**config.mk**
```make
export PLATFORM = sky130hd
export DESIGN_NAME = firebird7_in_gate1_tessent_data_mux_mc
export DESIGN_NICKNAME = d
export VERILOG_FILES = /design/src/rtl/firebird7_in_gate1_tessent_data_mux_mc.sv
export SDC_FILE = /design/constraint.sdc
export NUM_CORES = 1
export LEC_CHECK = 0
export ABC_CLOCK_PERIOD_IN_PS = 1620
export CORE_ASPECT_RATIO = 0.6
export CORE_MARGIN = 3
export CORE_UTILIZATION = 36
export DETAILED_ROUTE_END_ITERATION = 10
export GPL_TIMING_DRIVEN = 0
export PLACE_DENSITY = 0.77
export SLEW_MARGIN = 0
export SYNTH_ARGS = -nofsm -noshare
export SYNTH_HDL_FRONTEND = slang
export SYNTH_SLANG_ARGS = --single-unit
```
**constraint.sdc**
```tcl
create_clock -name ijtag_tck -period 1.62 [get_ports ijtag_tck]
set_input_delay 0.324 -clock ijtag_tck [delete_from_list [all_inputs] [get_ports ijtag_tck]]
set_output_delay 0.324 -clock ijtag_tck [all_outputs]
set_load 0.03 [all_outputs]
```
**src/rtl/firebird7_in_gate1_tessent_data_mux_mc.sv**
```systemverilog
// Per-channel functional/IJTAG data mux with a settle hold on every source switch.
// Optional registered even parity per channel when TESSENT_DATA_MUX_PARITY_EN is defined.
module firebird7_in_gate1_tessent_data_mux_mc #(
  parameter int unsigned WIDTH  = 19,
  parameter int unsigned NUM_CH = 4,
  parameter int unsigned SETTLE = 2
) (
  input  logic                    ijtag_tck,
  input  logic                    ijtag_reset,
  input  logic [NUM_CH-1:0]       ijtag_select,
  input  logic [NUM_CH*WIDTH-1:0] functional_data_in,
  input  logic [NUM_CH*WIDTH-1:0] ijtag_data_in,
  output logic [NUM_CH*WIDTH-1:0] data_out,
  output logic [NUM_CH-1:0]       ijtag_active,
`ifdef TESSENT_DATA_MUX_PARITY_EN
  output logic [NUM_CH-1:0]       switch_busy,
  output logic [NUM_CH-1:0]       data_out_parity
`else
  output logic [NUM_CH-1:0]       switch_busy
`endif
);

  typedef enum logic [1:0] {
    StFunc  = 2'd0,
    StHoldI = 2'd1,
    StIjtag = 2'd2,
    StHoldF = 2'd3
  } state_e;

  // Hold count is loaded with SETTLE-1 so the output is frozen for exactly SETTLE edges.
  localparam int unsigned HoldInitInt = (SETTLE > 0) ? (SETTLE - 1) : 0;
  localparam logic [3:0]  HoldInit    = 4'(HoldInitInt);

  state_e                    r_state [NUM_CH];
  logic   [3:0]              r_cnt   [NUM_CH];
  logic   [NUM_CH*WIDTH-1:0] r_data;

  state_e                    w_state_d [NUM_CH];
  logic   [3:0]              w_cnt_d   [NUM_CH];
  logic   [NUM_CH-1:0]       w_load_f;
  logic   [NUM_CH-1:0]       w_load_i;
  logic   [NUM_CH*WIDTH-1:0] w_data_d;

  always_comb begin
    w_load_f = '0;
    w_load_i = '0;
    for (int unsigned c = 0; c < NUM_CH; c++) begin
      w_state_d[c] = r_state[c];
      w_cnt_d[c]   = r_cnt[c];
      unique case (r_state[c])
        StFunc: begin
          if (ijtag_select[c]) begin
            if (SETTLE == 0) begin
              w_state_d[c] = StIjtag;
              w_load_i[c]  = 1'b1;
            end else begin
              w_state_d[c] = StHoldI;
              w_cnt_d[c]   = HoldInit;
            end
          end else begin
            w_load_f[c] = 1'b1;
          end
        end
        StHoldI: begin
          // Abort wins over expiry.
          if (!ijtag_select[c]) begin
            w_state_d[c] = StFunc;
            w_cnt_d[c]   = '0;
            w_load_f[c]  = 1'b1;
          end else if (r_cnt[c] == 4'd0) begin
            w_state_d[c] = StIjtag;
            w_load_i[c]  = 1'b1;
          end else begin
            w_cnt_d[c] = r_cnt[c] - 4'd1;
          end
        end
        StIjtag: begin
          if (!ijtag_select[c]) begin
            if (SETTLE == 0) begin
              w_state_d[c] = StFunc;
              w_load_f[c]  = 1'b1;
            end else begin
              w_state_d[c] = StHoldF;
              w_cnt_d[c]   = HoldInit;
            end
          end else begin
            w_load_i[c] = 1'b1;
          end
        end
        StHoldF: begin
          if (ijtag_select[c]) begin
            w_state_d[c] = StIjtag;
            w_cnt_d[c]   = '0;
            w_load_i[c]  = 1'b1;
          end else if (r_cnt[c] == 4'd0) begin
            w_state_d[c] = StFunc;
            w_load_f[c]  = 1'b1;
          end else begin
            w_cnt_d[c] = r_cnt[c] - 4'd1;
          end
        end
        default: begin
          w_state_d[c] = StFunc;
          w_cnt_d[c]   = '0;
        end
      endcase
    end
  end

  always_comb begin
    w_data_d = r_data;
    for (int unsigned c = 0; c < NUM_CH; c++) begin
      if (w_load_i[c]) begin
        w_data_d[c*WIDTH +: WIDTH] = ijtag_data_in[c*WIDTH +: WIDTH];
      end else if (w_load_f[c]) begin
        w_data_d[c*WIDTH +: WIDTH] = functional_data_in[c*WIDTH +: WIDTH];
      end
    end
  end

  always_ff @(posedge ijtag_tck) begin
    if (ijtag_reset) begin
      for (int unsigned c = 0; c < NUM_CH; c++) begin
        r_state[c] <= StFunc;
        r_cnt[c]   <= '0;
      end
      r_data <= '0;
    end else begin
      for (int unsigned c = 0; c < NUM_CH; c++) begin
        r_state[c] <= w_state_d[c];
        r_cnt[c]   <= w_cnt_d[c];
      end
      r_data <= w_data_d;
    end
  end

  assign data_out = r_data;

  always_comb begin
    ijtag_active = '0;
    switch_busy  = '0;
    for (int unsigned c = 0; c < NUM_CH; c++) begin
      ijtag_active[c] = (r_state[c] == StIjtag);
      switch_busy[c]  = (r_state[c] == StHoldI) || (r_state[c] == StHoldF);
    end
  end

`ifdef TESSENT_DATA_MUX_PARITY_EN
  logic [NUM_CH-1:0] r_parity;
  logic [NUM_CH-1:0] w_parity_d;

  // Parity of the next data value keeps it aligned with data_out on the same edge.
  always_comb begin
    w_parity_d = '0;
    for (int unsigned c = 0; c < NUM_CH; c++) begin
      w_parity_d[c] = ^w_data_d[c*WIDTH +: WIDTH];
    end
  end

  always_ff @(posedge ijtag_tck) begin
    if (ijtag_reset) begin
      r_parity <= '0;
    end else begin
      r_parity <= w_parity_d;
    end
  end

  assign data_out_parity = r_parity;
`endif

endmodule
```
Word level (Yosys, flattened, before mapping)
Memory sizes are Yosys's and may differ from the RTL's.
Cells that the tools add are included.
{ "totals": {"ff_bits": 76, "ram_bits": 24, "input_bits": 158, "out_inout_bits": 84, "word_cells": 153, "n_memories": 2} }
{ "mem_list": {"columns": ["name", "depth", "width", "read_ports", "rd_ports_with_merged_regs", "write_ports", "line_no", "rtl"], "rows": [
  ["r_cnt", 4, 4, 4, 0, 4, "35", "logic [3:0] r_cnt [NUM_CH];"],
  ["r_state", 4, 2, 4, 0, 4, "34", "state_e r_state [NUM_CH];"]
]} }
{ "classes": {"n_addsub": 4, "n_eq_ne": 12, "n_mux": 99, "bitwise_logic": 8, "reduce_logical": 24} }
{ "ops": {"columns": ["operator", "n"], "rows": [
  ["$mux 19", 8],
  ["$mux 4", 24],
  ["$pmux 4 s4", 4],
  ["$mux 2", 28],
  ["$pmux 2 s4", 4],
  ["$mux 1", 23],
  ["$eq 2x2->1 const B", 8],
  ["$logic_not 4->1", 4],
  ["$pmux 1 s2", 8],
  ["$reduce_or 2->1", 8],
  ["$sub 4x1->4 const B", 4],
  ["$eq 2x1->1 const B", 4],
  ["$logic_not 2->1", 4],
  ["$or 1x1->1", 8],
  ["$reduce_bool 2->1", 4],
  ["$logic_or 1x1->1", 4]
]} }

Depth between registers and ports, before layout
{ "depth": {"ltp_word": 6, "depth_mapped": 8, "ltp_nobuf": 6} }

Worst setup path before layout
Ideal clock, no wire load.
{ "synth_timing": {"path_kind": "register -> register", "start": "memory r_cnt[1][0]", "end": "register r_data[19] (netlist: data_out[19])", "arrival_time_ns": 1.554, "setup_slack_ns": -0.053, "stages_incl_launch_ff": 8, "path_buffers": 1, "cell_sequence": "dfxtp_1 -> inv_1 -> ha_1 -> or3b_4 -> nor2_4 -> o21ai_4 -> buf_6 -> o221a_1"} }
{ "synth_rtl": {"columns": ["element", "line_no", "rtl"], "rows": [
  ["from (decl)", "35", null],
  ["to (signal assigned)", "133", "r_data <= w_data_d;"],
  ["to (decl)", "36", "logic [NUM_CH*WIDTH-1:0] r_data;"]
]} }

==> run_results.csv <==
group,metric,value,unit
timing,fmax,582,MHz
synthesis,synth_top_family_by_area,"compound AO/OA/AOI/OAI gates",
power,max-vdd-ir-drop,0.557,mV
floorplanning,pin_count,242,
synthesis,synthSimpleGateAreaFrac,0.173,
synthesis,synth_edf_count,0,
synthesis,synthTopCellsByArea,"dfxtp_1 43%, o221a_2 9.0%, a21oi_1 5.6%, nor3_1 5.2%, o221a_1 4.9%",
hold_path,min_from,"data_out[10]",
power,power.leakage,3.30,nW
routing,drt.antenna.violating_nets,0,
worst_setup_path,arrival,1.95,ns
floorplanning,start_util,0.376,
floorplanning,die-area,0.0143,sq mm
status,outcome,"finished, violations left",
synthesis,seq_area_frac_synth,0.433,
final_layout,most-common-layout-cells,"154 x clkdlybuf4s50_1, 91 x dfxtp_1, 78 x dlygate4sd2_1",
synthesis,synth_nets,676,
worst_setup_path,worstPathRequired,1.85,ns
global_routing,gr-usage-all-layers,0.226,
routing,drc,0,
routing,drt_wl_total,17.1,mm
timing,setup_viol,25,
timing,final_max_slew_viol_count,0,
routing,vias,5101,
synthesis,synth_mux_area_frac,0,
final_layout,final_area,0.00798,sq mm
synthesis,synthArstFlopShare,0,
final_layout,drive_gt1_frac,0.219,
routing,drt-vias-per-instance,5.30,
clock_tree,clk_path_buf_depth,2,
global_routing,grt_max_degree,19,
synthesis,synth_compound_area_frac,0.269,
power,total_power,7.77,mW
floorplanning,coreArea,0.0123,sq mm
timing,min_period,1.72,ns
clock_tree,cts_tree,"done",
placed_design,dp_hpwl,12.1,mm
timing,finClkSkew,0.0106,ns
placed_design,port_buffers,240,
hold_path,hp-class,"flip-flop to flip-flop",
flow_run,cap_viol_max_count,0,
worst_setup_path,crit_fanout,6,
power,power_density,974,mW/mm^2
timing,maxSlewHeadroom,0.593,
synthesis,synth_area,0.00462,sq mm
synthesis,synth_top_cell_area_share,0.433,
final_layout,antenna_cells,0,
clock_tree,cts.sinks,100,
clock_tree,clk_pin_slew,0.08,ns
synthesis,yosys_warnings,0,
clock_tree,clockRootBuffer,"clkbuf_16",
routing,first_pass_iters,5,
clock_tree,htreeDepth,3,
synthesis,ys_types,44,
final_layout,syn2layout_area_growth,72.6,%
floorplanning,die_w,152,microns
worst_setup_path,crit_path_start_kind,"flip-flop",
final_layout,fillCellCount,990,
synthesis,synth_top_area_cell,"dfxtp_1",
routing,first_iter_violations,273,
timing,period_share,1.06,
global_routing,grt_pass1_wl,26.5,mm
synthesis,syn_avg_cell_area,8.99,sq um
worst_setup_path,cp-startpoint,"r_cnt[1][1]",
floorplanning,die_y,93.8,microns
final_layout,mostFrequentLayoutCell,"clkdlybuf4s50_1",
placed_design,placed_cell_area,0.00727,sq mm
final_layout,final_nets,955,
synthesis,synth_xor_area_frac,0.0222,
synthesis,ys.flop_type,"dfxtp_1",
timing,finalWorstSetupSlack,-0.0975,ns
global_routing,overflow,0,
routing,wl_per_cell,17.8,microns
synthesis,syn_inst,514,
worst_setup_path,path_class,"flip-flop to flip-flop",
status,violations,"setup timing",
floorplanning,core.rowCount,31,
global_routing,grt_antenna_before_repair,0,
clock_tree,clk_latency,0.35,ns
timing,tightest_slew,0.610,ns
worst_setup_path,cp-end-kind,"flip-flop",
timing,hold_slack,0.496,ns
global_routing,first_global_vias,5099,
synthesis,ys_ff_latch,100,
clock_tree,numCtsBuffers,9,
timing,rsz0062_at_grt,"true",
placed_design,place_congestion,0.885,
synthesis,synth_fa_ha_area_frac,0.0108,
timing,hold_violations,0,
worst_setup_path,r2r-start,"r_cnt[1][1]",
==> path summary, 6_finish.rpt <==
path | end | slack [ns] | cells after the start
setup / recovery | data_out[19] | -0.1 | 7
hold / removal | data_out[10] | 0.50 | 2
setup reg to reg | data_out[19] | -0.1 | 7
hold reg to reg | data_out[10] | 0.50 | 2
==> metal layers <==
layer	share of wire	wire, microns	vias to the layer above	global-route usage
met4	0.016	280	0	0.0494
met5	0	0	-	0
met1	0.43	7410	2419	0.282
met3	0.081	1390	25	0.0741
met2	0.47	8010	227	0.386
li1	-	-	2430	-
==> cell type report <==
cell class / count / area [sq um] / area share
Buffer: 42 / 259 / 0.0325
Clock buffer: 9 / 225 / 0.0282
Clock inverter: 7 / 56.3 / 0.00706
Inverter: 53 / 199 / 0.0249
Multi-Input combinational cell: 318 / 2500 / 0.314
Sequential cell: 100 / 2020 / 0.253
Tap cell: 165 / 206 / 0.0259
Timing Repair Buffer: 269 / 2510 / 0.315
==> registers in the layout (all words and copies together), names as in the netlist, named ones only <==
register and count:
r_cnt 16, r_state 4, data_out 76
==> power by group <==
part,internal [mW],switching (mW),leakage (nW),total [mW]
Combinational,1.29,1.47,2.33,2.76
Clock,1.07,1.04,0.142,2.11
Sequential,2.74,0.168,0.832,2.90
==> through the flow <==
stage          setup TNS (ns)  worst slack (ns)  instances   util
2_1_floorplan        -0.00543          -0.00543        514      -
3_5_place_dp           -37.02            -0.496        919  0.591
6_report                -1.45           -0.0975        963  0.649
3_3_place_gp           -30.80            -0.408        919  0.591
5_1_grt                 -2.60            -0.147        963  0.649
4_1_cts                -0.893           -0.0937        956  0.638
==> timing repair <==
action,4_1_cts,5_1_grt
gates resized for setup,164,39
hold buffers,0,0
gates cloned,6,0
setup endpoints to repair,163,82
pin swaps,17,16
hold endpoints to repair,0,0
setup buffers,16,8
==> cell usage after synthesis, drive strengths merged, types with 5 or more instances <==
library cell	instances
a21oi	53
o221a	57
a221oi	19
o21ai	10
xnor2	6
or3b	5
nand2b	5
dfxtp	100
nor2	50
inv	53
nand2	14
clkbuf	22
nor3	48
a31oi	5
buf	22
nor2b	6
==> worst max-delay path, stage by stage (launching register included) <==
cell,delay [ns]
dfxtp_2,0.34
inv_2,0.07
ha_4,0.15
or3b_4,0.40
nor2_4,0.15
o21ai_4,0.11
buf_6,0.17
o221a_1,0.22
==> cell families (layout without fill, tap and decap cells) <==
logic type | count (synthesis) | count (layout)
DFF | 100 | 100
AOI/OAI and AO/OA | 152 | 153
xor gates and xnor gates | 10 | 10
buffers and inverters | 97 | 380
adders and majority gates | 4 | 4
and+or+nand+nor | 151 | 151
No activity file was read; power rests on OpenSTA's default activity.
